[src/rtl/pool_pkg.sv]
// Shared constants, sizing helpers and FSM encoding for the 2x2 max-pool stream.
package pool_pkg;

  localparam int DATA_W = 8;

  // Ceiling log2; clog2(1) = 0.
  function automatic int clog2(input int n);
    int r;
    r = 0;
    while ((1 << r) < n) r++;
    return r;
  endfunction

  // Pooled dimension for a 2x2 / stride-2 window: floor(n/2).
  function automatic int pool_dim(input int n);
    return n / 2;
  endfunction

  // Counter/address width that never collapses to zero bits.
  function automatic int bits_for(input int n);
    return (clog2(n) < 1) ? 1 : clog2(n);
  endfunction

  // Unsigned 8-bit maximum.
  function automatic logic [DATA_W-1:0] max2(input logic [DATA_W-1:0] a,
                                              input logic [DATA_W-1:0] b);
    return (a > b) ? a : b;
  endfunction

  typedef enum logic [1:0] {
    IDLE = 2'd0,
    RUN  = 2'd1,
    FIN  = 2'd2
  } state_t;

endpackage

[src/rtl/pool_line_buffer.sv]
// One-row buffer of horizontal pair maxima. Simple dual-port RAM with a
// registered read whose output only changes when rd_en is asserted, so a
// fetched value survives any number of idle input cycles.
module pool_line_buffer
  import pool_pkg::*;
#(
  parameter int DEPTH = 14,
  parameter int AW    = 4
) (
  input  logic              clk,
  input  logic              wr_en,
  input  logic [AW-1:0]     wr_addr,
  input  logic [DATA_W-1:0] wr_data,
  input  logic              rd_en,
  input  logic [AW-1:0]     rd_addr,
  output logic [DATA_W-1:0] rd_q
);

  logic [DATA_W-1:0] mem [0:DEPTH-1];

  // Write port: store the even-row pair maximum.
  always_ff @(posedge clk) begin
    if (wr_en) mem[wr_addr] <= wr_data;
  end

  // Read port: output register loads only on rd_en and holds otherwise.
  always_ff @(posedge clk) begin
    if (rd_en) rd_q <= mem[rd_addr];
  end

endmodule

[src/rtl/maxpool2d_stream.sv]
// 2x2 stride-2 max pooling over a raster, channel-major 8-bit stream.
// Even rows leave pair maxima in the line buffer; odd rows combine them with
// their own pair to produce one pooled byte plus its linear write address.
module maxpool2d_stream
  import pool_pkg::*;
#(
  parameter  int IN_W     = 28,
  parameter  int IN_H     = 28,
  parameter  int CHANNELS = 32,
  localparam int OUT_W    = pool_dim(IN_W),
  localparam int OUT_H    = pool_dim(IN_H),
  localparam int ADDR_W   = bits_for(CHANNELS * OUT_H * OUT_W)
) (
  input  logic              clk,
  input  logic              rst,
  input  logic              start,
  input  logic [DATA_W-1:0] in_data,
  input  logic              in_valid,
  output logic [DATA_W-1:0] out_data,
  output logic              out_valid,
  output logic [ADDR_W-1:0] out_addr,
  output logic              busy,
  output logic              done
);

  localparam int COL_W = bits_for(IN_W);
  localparam int ROW_W = bits_for(IN_H);
  localparam int CH_W  = bits_for(CHANNELS);
  localparam int LB_AW = bits_for(OUT_W);
  localparam logic [COL_W-1:0] COL_LAST = COL_W'(IN_W - 1);
  localparam logic [ROW_W-1:0] ROW_LAST = ROW_W'(IN_H - 1);
  localparam logic [CH_W-1:0]  CH_LAST  = CH_W'(CHANNELS - 1);
  localparam bit ODD_W = (IN_W % 2) != 0;

  state_t            state_reg, state_next;
  logic [COL_W-1:0]  col_reg;
  logic [ROW_W-1:0]  row_reg;
  logic [CH_W-1:0]   ch_reg;
  logic [DATA_W-1:0] hold_reg;
  logic [ADDR_W-1:0] pix_reg;
  logic [DATA_W-1:0] out_data_reg;
  logic              out_valid_reg;
  logic [ADDR_W-1:0] out_addr_reg;
  logic              done_reg;

  logic              beat, col_last, row_last, ch_last, frame_last;
  logic              lb_wr_en, lb_rd_en, out_fire;
  logic [LB_AW-1:0]  lb_addr;
  logic [DATA_W-1:0] lb_q;

  assign beat       = in_valid && (state_reg == RUN);
  assign col_last   = (col_reg == COL_LAST);
  assign row_last   = (row_reg == ROW_LAST);
  assign ch_last    = (ch_reg == CH_LAST);
  assign frame_last = col_last && row_last && ch_last;

  // A trailing unpaired column (odd width) never touches the line buffer;
  // odd rows are always inside the pooled height, so no row guard is needed.
  assign lb_addr  = LB_AW'(col_reg >> 1);
  assign lb_wr_en = beat && !row_reg[0] && col_reg[0];
  assign lb_rd_en = beat && row_reg[0] && !col_reg[0] && !(ODD_W && col_last);
  assign out_fire = beat && row_reg[0] && col_reg[0];

  // FSM state register.
  always_ff @(posedge clk or posedge rst) begin
    if (rst) state_reg <= IDLE;
    else     state_reg <= state_next;
  end

  // FSM next state: arm on start, finish on the frame's last beat.
  always_comb begin
    state_next = state_reg;
    case (state_reg)
      IDLE:    if (start) state_next = RUN;
      RUN:     if (beat && frame_last) state_next = FIN;
      FIN:     state_next = IDLE;
      default: state_next = IDLE;
    endcase
  end

  // Raster position counters: col -> row -> ch.
  always_ff @(posedge clk or posedge rst) begin
    if (rst) begin
      col_reg <= '0;
      row_reg <= '0;
      ch_reg  <= '0;
    end else if (state_reg == IDLE && start) begin
      col_reg <= '0;
      row_reg <= '0;
      ch_reg  <= '0;
    end else if (beat) begin
      if (col_last) begin
        col_reg <= '0;
        if (row_last) begin
          row_reg <= '0;
          ch_reg  <= ch_last ? '0 : ch_reg + 1'b1;
        end else begin
          row_reg <= row_reg + 1'b1;
        end
      end else begin
        col_reg <= col_reg + 1'b1;
      end
    end
  end

  // Left element of each horizontal pair.
  always_ff @(posedge clk or posedge rst) begin
    if (rst)                      hold_reg <= '0;
    else if (beat && !col_reg[0]) hold_reg <= in_data;
  end

  // Output stage; windows complete in ascending address order, so a running
  // count equals ch*OUT_H*OUT_W + prow*OUT_W + pcol.
  always_ff @(posedge clk or posedge rst) begin
    if (rst) begin
      out_data_reg  <= '0;
      out_valid_reg <= 1'b0;
      out_addr_reg  <= '0;
      pix_reg       <= '0;
    end else begin
      out_valid_reg <= out_fire;
      if (state_reg == IDLE && start) begin
        pix_reg <= '0;
      end else if (out_fire) begin
        out_data_reg <= max2(max2(lb_q, hold_reg), in_data);
        out_addr_reg <= pix_reg;
        pix_reg      <= pix_reg + 1'b1;
      end
    end
  end

  // done follows the FIN cycle, landing one cycle after the last output.
  always_ff @(posedge clk or posedge rst) begin
    if (rst) done_reg <= 1'b0;
    else     done_reg <= (state_reg == FIN);
  end

  pool_line_buffer #(
    .DEPTH (OUT_W),
    .AW    (LB_AW)
  ) u_line_buffer (
    .clk     (clk),
    .wr_en   (lb_wr_en),
    .wr_addr (lb_addr),
    .wr_data (max2(hold_reg, in_data)),
    .rd_en   (lb_rd_en),
    .rd_addr (lb_addr),
    .rd_q    (lb_q)
  );

  assign out_data  = out_data_reg;
  assign out_valid = out_valid_reg;
  assign out_addr  = out_addr_reg;
  assign busy      = (state_reg != IDLE);
  assign done      = done_reg;

endmodule
[config.mk]
export PLATFORM = sky130hd
export DESIGN_NAME = maxpool2d_stream
export DESIGN_NICKNAME = d
export VERILOG_FILES = /design/src/rtl/pool_pkg.sv /design/src/rtl/pool_line_buffer.sv /design/src/rtl/maxpool2d_stream.sv
export SDC_FILE = /design/constraint.sdc
export NUM_CORES = 1
export LEC_CHECK = 0
export CORE_AREA = 2 2 119 121
export CTS_CLUSTER_DIAMETER = 200
export DETAILED_ROUTE_END_ITERATION = 6
export DIE_AREA = 0 0 121 123
export PLACE_DENSITY = 0.85
export SYNTH_ARGS = -nofsm -noshare
export SYNTH_HDL_FRONTEND = slang
export SYNTH_SLANG_ARGS = --single-unit
[constraint.sdc]
create_clock -name clk -period 4.7 [get_ports clk]
set_input_delay 0.47 -clock clk [delete_from_list [all_inputs] [get_ports clk]]
set_output_delay 0.47 -clock clk [all_outputs]
set_load 0.01 [all_outputs]
==> impl_metrics.env, run 1 <==
export IMPL_status="finished with violations"
export IMPL_failed_checks="DRC"
export IMPL_yosysUniqueCellTypes=49
export IMPL_cts_root_buf="clkbuf_16"
export IMPL_crit_path_max_fanout=9
export IMPL_yosys_warnings=0
export IMPL_cts_sinks=181
export IMPL_peakVddDrop_uv=276.9
export IMPL_finalCriticalPeriod_ns=3.788
export IMPL_grt_pass1_vias=4904
export IMPL_synth_async_sr_flop_share_pct=33.70
export IMPL_end_kind="flip-flop"
export IMPL_slowest_delay_ns=0.53
export IMPL_yosysTopAreaCell="edfxtp_1"
export IMPL_clkLatencyLatePin_ns=0.43
export IMPL_largest_reg_flops=112
export IMPL_relSlewSlack_pct=9.159
export IMPL_vias=4907
export IMPL_fmax_mhz=264.0
export IMPL_grt_max_degree=44
export IMPL_power_frac_comb_pct=23.4
export IMPL_fin_setup_tns_ns=0
export IMPL_worstMarginPinSlew_ns=1.352
export IMPL_syn2layout_area_growth_pct=13.87
export IMPL_gp_congestion=0.8944
export IMPL_die_area_mm2=0.01488
export IMPL_p_leak_uw=0.003581
export IMPL_start_util_pct=58.98
export IMPL_synth_area_per_cell_um2=14.13
export IMPL_synth_main_ff_cell="edfxtp_1"
export IMPL_fin_nets=650
export IMPL_p_seq_share_pct=45.4
export IMPL_cp_cell_sequence="inv_1 -> ha_1 -> nor2b_1 -> o211ai_1 -> a21oi_1 -> o22ai_2 -> mux2i_1 -> inv_1 -> ha_1 -> a21oi_1 -> o21ai_0 -> o22ai_1 -> or2_2 -> o211ai_1"
export IMPL_viasPerCell=6.118
export IMPL_drc=6
export IMPL_die_h_um=123
export IMPL_clk_path_buf_depth=2
export IMPL_skew_ns=0.006925
export IMPL_cp_required_ns=5.00
export IMPL_slowest_stage="o22ai_1"
export IMPL_drtAntennaViolNets=0
export IMPL_synthXorXnorAreaFrac_pct=1.527
export IMPL_switching_share_pct=28.97
export IMPL_grt_overflow_total=0
export IMPL_synth_top_family_by_area="multiplexers"
export IMPL_synth_top_area_share_pct=44.89
export IMPL_row_count=43
export IMPL_criticalPathCategory="reg2reg"
export IMPL_synth_nets=609
export IMPL_grt_pass1_wl_um=26850
export IMPL_crit_path_start_kind="flip-flop"
export IMPL_grt_use_total_pct=24.45
export IMPL_synth_compound_area_share_pct=4.084
export IMPL_core_mm2=0.01361
export IMPL_cts_buffers=17
export IMPL_drive_above_1_share_pct=13.18
export IMPL_muxShareOfSynthArea_pct=12.69
export IMPL_cts_tree="yes"
export IMPL_wl_per_cell_um=21.19
export IMPL_synth_area_mm2=0.008028
export IMPL_netlist_instances=568
export IMPL_r2r_slack_ns=0.91
export IMPL_fp_dieW_um=121
export IMPL_p_clk_share_pct=31.2
export IMPL_post_synth_main_area_contributors="edfxtp_1, dfrtp_1, mux4_2, ha_1, nand2_1"
export IMPL_cts_resized=0
export IMPL_p_int_uw=3192
export IMPL_period_share_pct=80.59
export IMPL_postLayoutCoreUtil_pct=67.16
export IMPL_yosysSeqAreaShare_pct=63.90
export IMPL_finalSetupViolCount=0
export IMPL_grt_antenna_before_repair=0
export IMPL_filler_cell_count=829
export IMPL_synth_adder_area_share_pct=4.520
export IMPL_synth_commonest_cells="edfxtp_1, nand2_1, dfrtp_1"
export IMPL_dp_hpwl_um=10500
export IMPL_yosys_area_share_simple_pct=10.43
export IMPL_clk_pin_slew_ns=0.07
export IMPL_synth_seq_cells=181
export IMPL_synth_edf_count=120
export IMPL_p_per_area_mw_per_mm2=491.7
export IMPL_post_cts_setup_buffers=0
export IMPL_cts_hold_buf=0
export IMPL_drv_slew=0
export IMPL_post_synth_top_count_cell="edfxtp_1"
export IMPL_ios=36
export IMPL_drt_first_pass_iters=7
export IMPL_rsz0062_at_grt="false"
export IMPL_first_iter_violations=488
export IMPL_wl_um=16990
export IMPL_cap_violations=0
export IMPL_hold_viol=0
export IMPL_io_buffers=35
export IMPL_htree_levels=4
export IMPL_cp_data_arrival_time_ns=4.08
export IMPL_diodes=0
export IMPL_p_sw_uw=1302
export IMPL_hp_class="in2async"
## cell type report
type,instances,area [um2],share of cell area (%)
sequential,181,5131,56.13
clock buffer,19,432.9,4.736
tap,180,225.2,2.464
timing repair buffer,46,432.9,4.736
multi-input combinational,335,2669,29.20
clock inverter,13,145.1,1.588
inverter,28,105.1,1.150
## layout by cell type (no fill, tap or decap), drive strengths merged, types with 2 or more instances in the layout
| cell type | Yosys | routed |
|---|---|---|
| a21oi | 19 | 19 |
| nor2 | 37 | 37 |
| a31oi | 2 | 2 |
| nor2b | 5 | 5 |
| nand3 | 20 | 20 |
| xor2 | 11 | 11 |
| o21ai | 17 | 17 |
| xnor2 | 3 | 3 |
| clkdlybuf4s50 | 0 | 35 |
| and2 | 3 | 3 |
| ha | 29 | 29 |
| nand2 | 76 | 76 |
| edfxtp | 120 | 120 |
| dfrtp | 61 | 61 |
| inv | 27 | 32 |
| clkinv | 1 | 7 |
| mux4 | 32 | 32 |
| o22ai | 2 | 2 |
| or2 | 2 | 2 |
| nand4 | 9 | 9 |
| nand2b | 4 | 4 |
| buf | 10 | 11 |
| mux2i | 17 | 17 |
| nor3 | 10 | 10 |
| and3 | 2 | 2 |
| or3 | 2 | 2 |
| mux2 | 9 | 9 |
| o211ai | 12 | 12 |
| bufinv | 0 | 2 |
| clkbuf | 14 | 19 |
## worst max-delay path: cells and delay by family (launching register included)
| family | cells | cell delay (ns) |
|---|---|---|
| AOI/OAI and AO/OA | 7 | 1.67 |
| adders and majority gates | 2 | 0.65 |
| and+or+nand+nor | 2 | 0.45 |
| DFF | 1 | 0.37 |
| muxes | 1 | 0.33 |
| buffers and inverters | 2 | 0.17 |
## per-stage QoR
step	hold slack (ns)	total power, uW	cell area (um2)	instances	setup WS (ns)
final	0.3450	4494	9141	802	0.9122
after global placement	0.4581	3014	8563	770	1.060
after floorplan	0.4586	2800	8028	568	1.332
after detailed placement	0.4663	3080	8563	770	0.9868
after CTS	0.3518	4502	9141	802	0.9185
after global routing	0.3947	4663	9141	802	0.5655
## power groups by stage
stage / Clock [uW] / Sequential, uW / Combinational [uW]
after floorplan: 0 / 2000 / 802
after global placement: 0 / 2050 / 960
after detailed placement: 0 / 2060 / 1020
after CTS: 1410 / 2040 / 1050
after global routing: 1470 / 2060 / 1140
final: 1400 / 2040 / 1050
## metal layers
layer | GRT usage (%) | up-vias | wire (um)
met5 | 0 | - | 0
li1 | - | 2187 | -
met1 | 29.54 | 2461 | 6575
met3 | 5.950 | 45 | 932
met2 | 42.49 | 214 | 9028
met4 | 9.884 | 0 | 458
## worst paths after layout
check / startpoint / endpoint / cells past startpoint
worst max register to register: hold_reg[1] / out_data[0] / 14
worst min-delay path: rst / ch_reg[2] / 2
worst min register to register: out_addr[7] / out_addr[7] / 2
worst max-delay path: hold_reg[1] / out_data[0] / 14
max in group asynchronous: rst / hold_reg[4] / 3
min in group clk: out_addr[7] / out_addr[7] / 2
## cells by family after synthesis
group | after synthesis
AO/OA/AOI/OAI | 55
XOR/XNOR | 14
adder cells (fa/ha/maj) | 29
buffers and inverters | 52
flip-flops | 181
multiplexers | 58
AND/OR/NAND/NOR | 179
(Power assumes the default switching activity.)
==> run 2: changes to the inputs <==
- CORE_AREA: 2 2 119 121 -> 2 2 125 127
- DIE_AREA: 0 0 121 123 -> 0 0 127 129
- PLACE_DENSITY: 0.85 -> 0.82
- clock period: 4.7 -> 3.1 ns (I/O delays scaled with it)
==> run 2 against run 1 <==
The run ends with setup timing left. Routed wire length fell by 1.6%. Via count is 2.0% higher. Critical path depth increased by 1.
==> impl_metrics.env, run 2 (synthesized netlist as in run 1, its figures left out) <==
export IMPL_p_per_area_mw_per_mm2=737.9
export IMPL_cp_data_arrival_time_ns=3.64
export IMPL_largest_reg_flops=112
export IMPL_rsz0062_at_grt="true"
export IMPL_clkLatencyLatePin_ns=0.44
export IMPL_final_common_cell="edfxtp_1"
export IMPL_cts_sinks=181
export IMPL_relSlewSlack_pct=24.75
export IMPL_grt_max_degree=45
export IMPL_slowest_stage="dfrtp_1"
export IMPL_die_h_um=129
export IMPL_fmax_mhz=302.9
export IMPL_finalCriticalPeriod_ns=3.302
export IMPL_worstMarginPinSlew_ns=1.097
export IMPL_syn2layout_area_growth_pct=18.87
export IMPL_fin_nets=684
export IMPL_final_cell_mix="edfxtp_1, nand2_1, dfrtp_1"
export IMPL_use_met1_pct=25.33
export IMPL_pre_cts_ws_ns=-0.1336
export IMPL_drc=0
export IMPL_critPathBufInv=3
export IMPL_p_leak_uw=0.003768
export IMPL_io_buffers=35
export IMPL_grt_pass1_vias=5161
export IMPL_htree_levels=4
export IMPL_skew_ns=0.01671
export IMPL_grt_overflow_total=0
export IMPL_wl_per_cell_um=19.82
export IMPL_cts_hold_buf=0
export IMPL_drv_slew=0
export IMPL_slowest_delay_ns=0.37
export IMPL_peakVddDrop_uv=437.8
export IMPL_crit_path_max_fanout=8
export IMPL_vias=5005
export IMPL_drtAntennaViolNets=0
export IMPL_failed_checks="setup timing"
export IMPL_hold_viol=0
export IMPL_fp_dieW_um=127
export IMPL_use_met3_pct=5.114
export IMPL_die_area_mm2=0.01638
export IMPL_viasPerCell=5.930
export IMPL_row_count=45
export IMPL_gr_usage_met2_pct=37.92
export IMPL_cts_buffers=17
export IMPL_period_share_pct=106.5
export IMPL_gp_congestion=0.8606
export IMPL_clk_path_buf_depth=2
export IMPL_cap_violations=0
export IMPL_first_iter_violations=337
export IMPL_cp_required_ns=3.44
export IMPL_layout_setup_ws_ns=-0.2016
export IMPL_core_mm2=0.01498
export IMPL_finalSetupViolCount=8
export IMPL_critPathTopFamily="compound AO/OA/AOI/OAI gates"
export IMPL_hp_class="in2async"
export IMPL_start_util_pct=53.60
export IMPL_criticalPathCategory="reg2reg"
export IMPL_drive_above_1_share_pct=20.12
export IMPL_wl_um=16720
export IMPL_cp_cell_sequence="inv_1 -> ha_1 -> a21oi_1 -> a21oi_2 -> o22ai_4 -> buf_6 -> mux2i_2 -> inv_1 -> ha_4 -> nor2b_1 -> o211ai_1 -> a21oi_2 -> o22ai_2 -> or2_4 -> o211ai_1"
export IMPL_diodes=0
export IMPL_dp_hpwl_um=11100
export IMPL_cts_root_buf="clkbuf_16"
export IMPL_ios=36
export IMPL_placed_cells=803
export IMPL_top_usage_layer="met2"
export IMPL_stdcell_count=844
export IMPL_cts_tree="yes"
export IMPL_grt_use_total_pct=21.34
export IMPL_drt_first_pass_iters=5
export IMPL_crit_path_start_kind="flip-flop"
export IMPL_grt_pass1_wl_um=26540
export IMPL_status="finished with violations"
export IMPL_filler_cell_count=985
export IMPL_grt_antenna_before_repair=0
export IMPL_end_kind="flip-flop"
export IMPL_clk_pin_slew_ns=0.07
-- run 2: changes by cell type in the layout (fill, tap and decap cells not counted), sizes merged --
cell	change
buf	+34
clkinv	-2
inv	+2
bufinv	-1
clkinvlp	+3
clkbuf	-2
-- run 2: where the power goes --
group | switching, uW | internal (uW) | leakage (uW)
Combinational | 886 | 896 | 0.00158
Clock | 996 | 1160 | 0.000287
Sequential | 211 | 2900 | 0.00191
Total | 2090 | 4950 | 0.00377
-- run 2: what timing repair did --
action                                  4_1_cts  5_1_grt
resized for setup                             4       13
gates cloned                                  0        0
pin swaps                                     1       11
endpoints found under the setup margin        8       22
setup buffers                                 2        7
-- run 2: area by class of cell --
class / instances / area [um2] / area share [%]
inverters: 28 / 105.1 / 1.101
flip-flops and latches: 181 / 5131 / 53.77
clock inverters: 15 / 181.4 / 1.901
repair buffers: 80 / 720.7 / 7.552
clock buffers: 17 / 425.4 / 4.458
well taps: 188 / 235.2 / 2.465
multi-input cells: 335 / 2744 / 28.75
-- run 2: path summary, 6_finish.rpt --
| path | from | end | slack [ns] | cells past startpoint |
|---|---|---|---|---|
| setup / recovery | hold_reg[3] | out_data[2] | -0.20 | 15 |
| hold / removal | rst | pix_reg[2] | 0.39 | 2 |
| setup reg to reg | hold_reg[3] | out_data[2] | -0.20 | 15 |
| hold reg to reg | out_addr[8] | out_addr[8] | 0.48 | 2 |
| max in group asynchronous | rst | col_reg[1] | 1.98 | 3 |
| min in group clk | out_addr[8] | out_addr[8] | 0.48 | 2 |
-- run 2: metrics by stage --
| step | total power (uW) | util, % | hold slack (ns) | cell area (um2) | setup TNS (ns) |
|---|---|---|---|---|---|
| finish | 7042 | 63.72 | 0.3936 | 9543 | -1.339 |
| global placement | 4688 | 58.76 | 0.4584 | 8800 | 0 |
| CTS | 6964 | 63.00 | 0.4072 | 9435 | 0 |
| global route | 7351 | 63.72 | 0.4581 | 9543 | -3.764 |
| floorplan | 4256 | - | 0.4268 | 8043 | 0 |
| detailed placement | 4797 | 58.76 | 0.4633 | 8800 | -4.460 |
-- run 2: layer usage --
layer	part of all wire [%]	vias up	routed length [um]
met4	3.2	0	539
met3	5.3	42	881
met5	0	-	0
met2	52	201	8731
li1	-	2253	-
met1	39	2509	6571
==> run 3: changes to the inputs <==
- CORE_AREA: 2 2 125 127 -> 2 2 113 115
- CTS_BUF_LIST: default -> sky130_fd_sc_hd__clkbuf_8
- DIE_AREA: 0 0 127 129 -> 0 0 115 117
- HOLD_SLACK_MARGIN: default -> 0.12
- PLACE_DENSITY: 0.82 -> 0.93
- clock period: 3.1 -> 4 ns (I/O delays scaled with it)
==> run 3 against run 2 <==
The run now ends clean. Clock power fell by 41%. Highest routed layer unchanged. Largest cell class unchanged. Routed wire length fell by 1.4%. Design area fell by 5.7%. Clock-buffer cell count did not move. Die area fell by 18%. Sequential power fell by 22%. Sequential share of layout area rose by 3.2 points.
==> impl_metrics.env, run 3 (synthesized netlist as in run 1, its figures left out) <==
export IMPL_drive_above_1_share_pct=14.79
export IMPL_status="finished, final reports clean"
export IMPL_cts_hold_buf=0
export IMPL_drtAntennaViolNets=0
export IMPL_fin_setup_tns_ns=0
export IMPL_start_util_pct=65.20
export IMPL_final_common_cell="edfxtp_1"
export IMPL_criticalPathCategory="reg2reg"
export IMPL_worstMarginPinSlew_ns=1.226
export IMPL_fmax_mhz=271.0
export IMPL_slowest_delay_ns=0.49
export IMPL_cts_sinks=181
export IMPL_use_met1_pct=33.41
export IMPL_die_area_mm2=0.01346
export IMPL_io_buffers=35
export IMPL_relSlewSlack_pct=15.90
export IMPL_final_cell_mix="edfxtp_1, nand2_1, dfrtp_1"
export IMPL_grt_max_degree=45
export IMPL_hold_viol=0
export IMPL_end_kind="flip-flop"
export IMPL_gr_usage_met2_pct=44.39
export IMPL_cts_buffers=17
export IMPL_crit_path_max_fanout=9
export IMPL_clk_path_buf_depth=2
export IMPL_wl_per_cell_um=21.16
export IMPL_syn2layout_area_growth_pct=12.11
export IMPL_diodes=0
export IMPL_viasPerCell=6.353
export IMPL_drt_first_pass_iters=6
export IMPL_crit_path_start_kind="flip-flop"
export IMPL_cts_resized=0
export IMPL_cts_tree="yes"
export IMPL_die_h_um=117
export IMPL_cap_violations=0
export IMPL_grt_antenna_before_repair=0
export IMPL_grt_use_total_pct=25.90
export IMPL_r2r_slack_ns=0.31
export IMPL_drv_slew=0
export IMPL_finalCriticalPeriod_ns=3.689
export IMPL_drc=0
export IMPL_grt_pass1_wl_um=25760
export IMPL_fin_nets=657
export IMPL_cp_data_arrival_time_ns=4.06
export IMPL_wl_um=16480
export IMPL_layout_setup_ws_ns=0.3106
export IMPL_first_iter_violations=630
export IMPL_post_cts_setup_buffers=0
export IMPL_peakVddDrop_uv=294.7
export IMPL_htree_levels=4
export IMPL_dp_hpwl_um=11130
export IMPL_top_usage_layer="met2"
export IMPL_largest_reg_flops=112
export IMPL_hp_class="in2async"
export IMPL_gp_congestion=0.9150
export IMPL_cts_root_buf="clkbuf_8"
export IMPL_skew_ns=0.01882
export IMPL_use_met3_pct=5.458
export IMPL_grt_pass1_vias=4865
export IMPL_ios=36
export IMPL_period_share_pct=92.23
export IMPL_slowest_stage="o22ai_2"
export IMPL_rsz0062_at_grt="false"
export IMPL_p_leak_uw=0.003541
export IMPL_cp_required_ns=4.37
export IMPL_core_mm2=0.01231
export IMPL_vias=4949
export IMPL_fp_dieW_um=115
export IMPL_cp_cell_sequence="inv_1 -> ha_1 -> nor2b_1 -> o211ai_1 -> a21oi_1 -> o22ai_2 -> mux2i_1 -> inv_1 -> ha_1 -> nand2_1 -> o21ai_0 -> o22ai_1 -> buf_4 -> or2_2 -> o211ai_1"
export IMPL_pre_cts_ws_ns=0.4389
export IMPL_grt_overflow_total=0
export IMPL_row_count=41
export IMPL_clk_pin_slew_ns=0.11
export IMPL_clkLatencyLatePin_ns=0.47
export IMPL_filler_cell_count=661
export IMPL_finalSetupViolCount=0
export IMPL_p_per_area_mw_per_mm2=546.0
run 3: per-layer routing:
| layer | part of all wire, % | routed length (um) |
|---|---|---|
| met1 | 39 | 6476 |
| met2 | 53 | 8674 |
| met3 | 5.9 | 973 |
| met4 | 2.2 | 358 |
| met5 | 0 | 0 |
run 3: final timing paths:
kind	startpoint	end	cells past startpoint
worst max register to register	hold_reg[1]	out_data[1]	15
worst min-delay path	rst	hold_reg[0]	2
worst max-delay path	hold_reg[1]	out_data[1]	15
worst min register to register	out_addr[3]	out_addr[3]	2
min in group clk	out_addr[3]	out_addr[3]	2
max in group asynchronous	rst	row_reg[1]	3
run 3: worst max-delay path, delay by kind of cell (launching register included):
family,cells,cell delay (ns)
compound gates,6,1.37
fa+ha+maj,2,0.63
buf+inv,3,0.33
flops,1,0.39
mux,1,0.32
simple gates,3,0.55
run 3: metrics by stage:
step | util (%) | std cells | instance area [um2] | total power [uW] | hold WS [ns]
finish | 73.10 | 779 | 9000 | 4914 | 0.4448
CTS | 73.10 | 779 | 9000 | 4915 | 0.4555
global route | 73.10 | 779 | 9000 | 5116 | 0.5119
global placement | 69.67 | 747 | 8578 | 3553 | 0.4571
detailed placement | 69.67 | 747 | 8578 | 3654 | 0.4664
floorplan | - | 568 | 8028 | 3290 | 0.4586
run 3: power breakdown:
part	leakage [uW]	switching, uW	total, uW	internal [uW]
Sequential	0.00191	197	2440	2240
Combinational	0.00143	615	1200	587
Clock	0.000207	690	1270	581
Total	0.00354	1500	4910	3410
run 3: final cells by class:
class / count / area, um2 / area share [%]
Clock buffer: 17 / 234.0 / 2.600
Clock inverter: 15 / 187.7 / 2.085
Inverter: 28 / 105.1 / 1.168
Multi-Input combinational cell: 335 / 2669 / 29.65
Sequential cell: 181 / 5131 / 57.01
Tap cell: 150 / 187.7 / 2.085
Timing Repair Buffer: 53 / 485.5 / 5.394
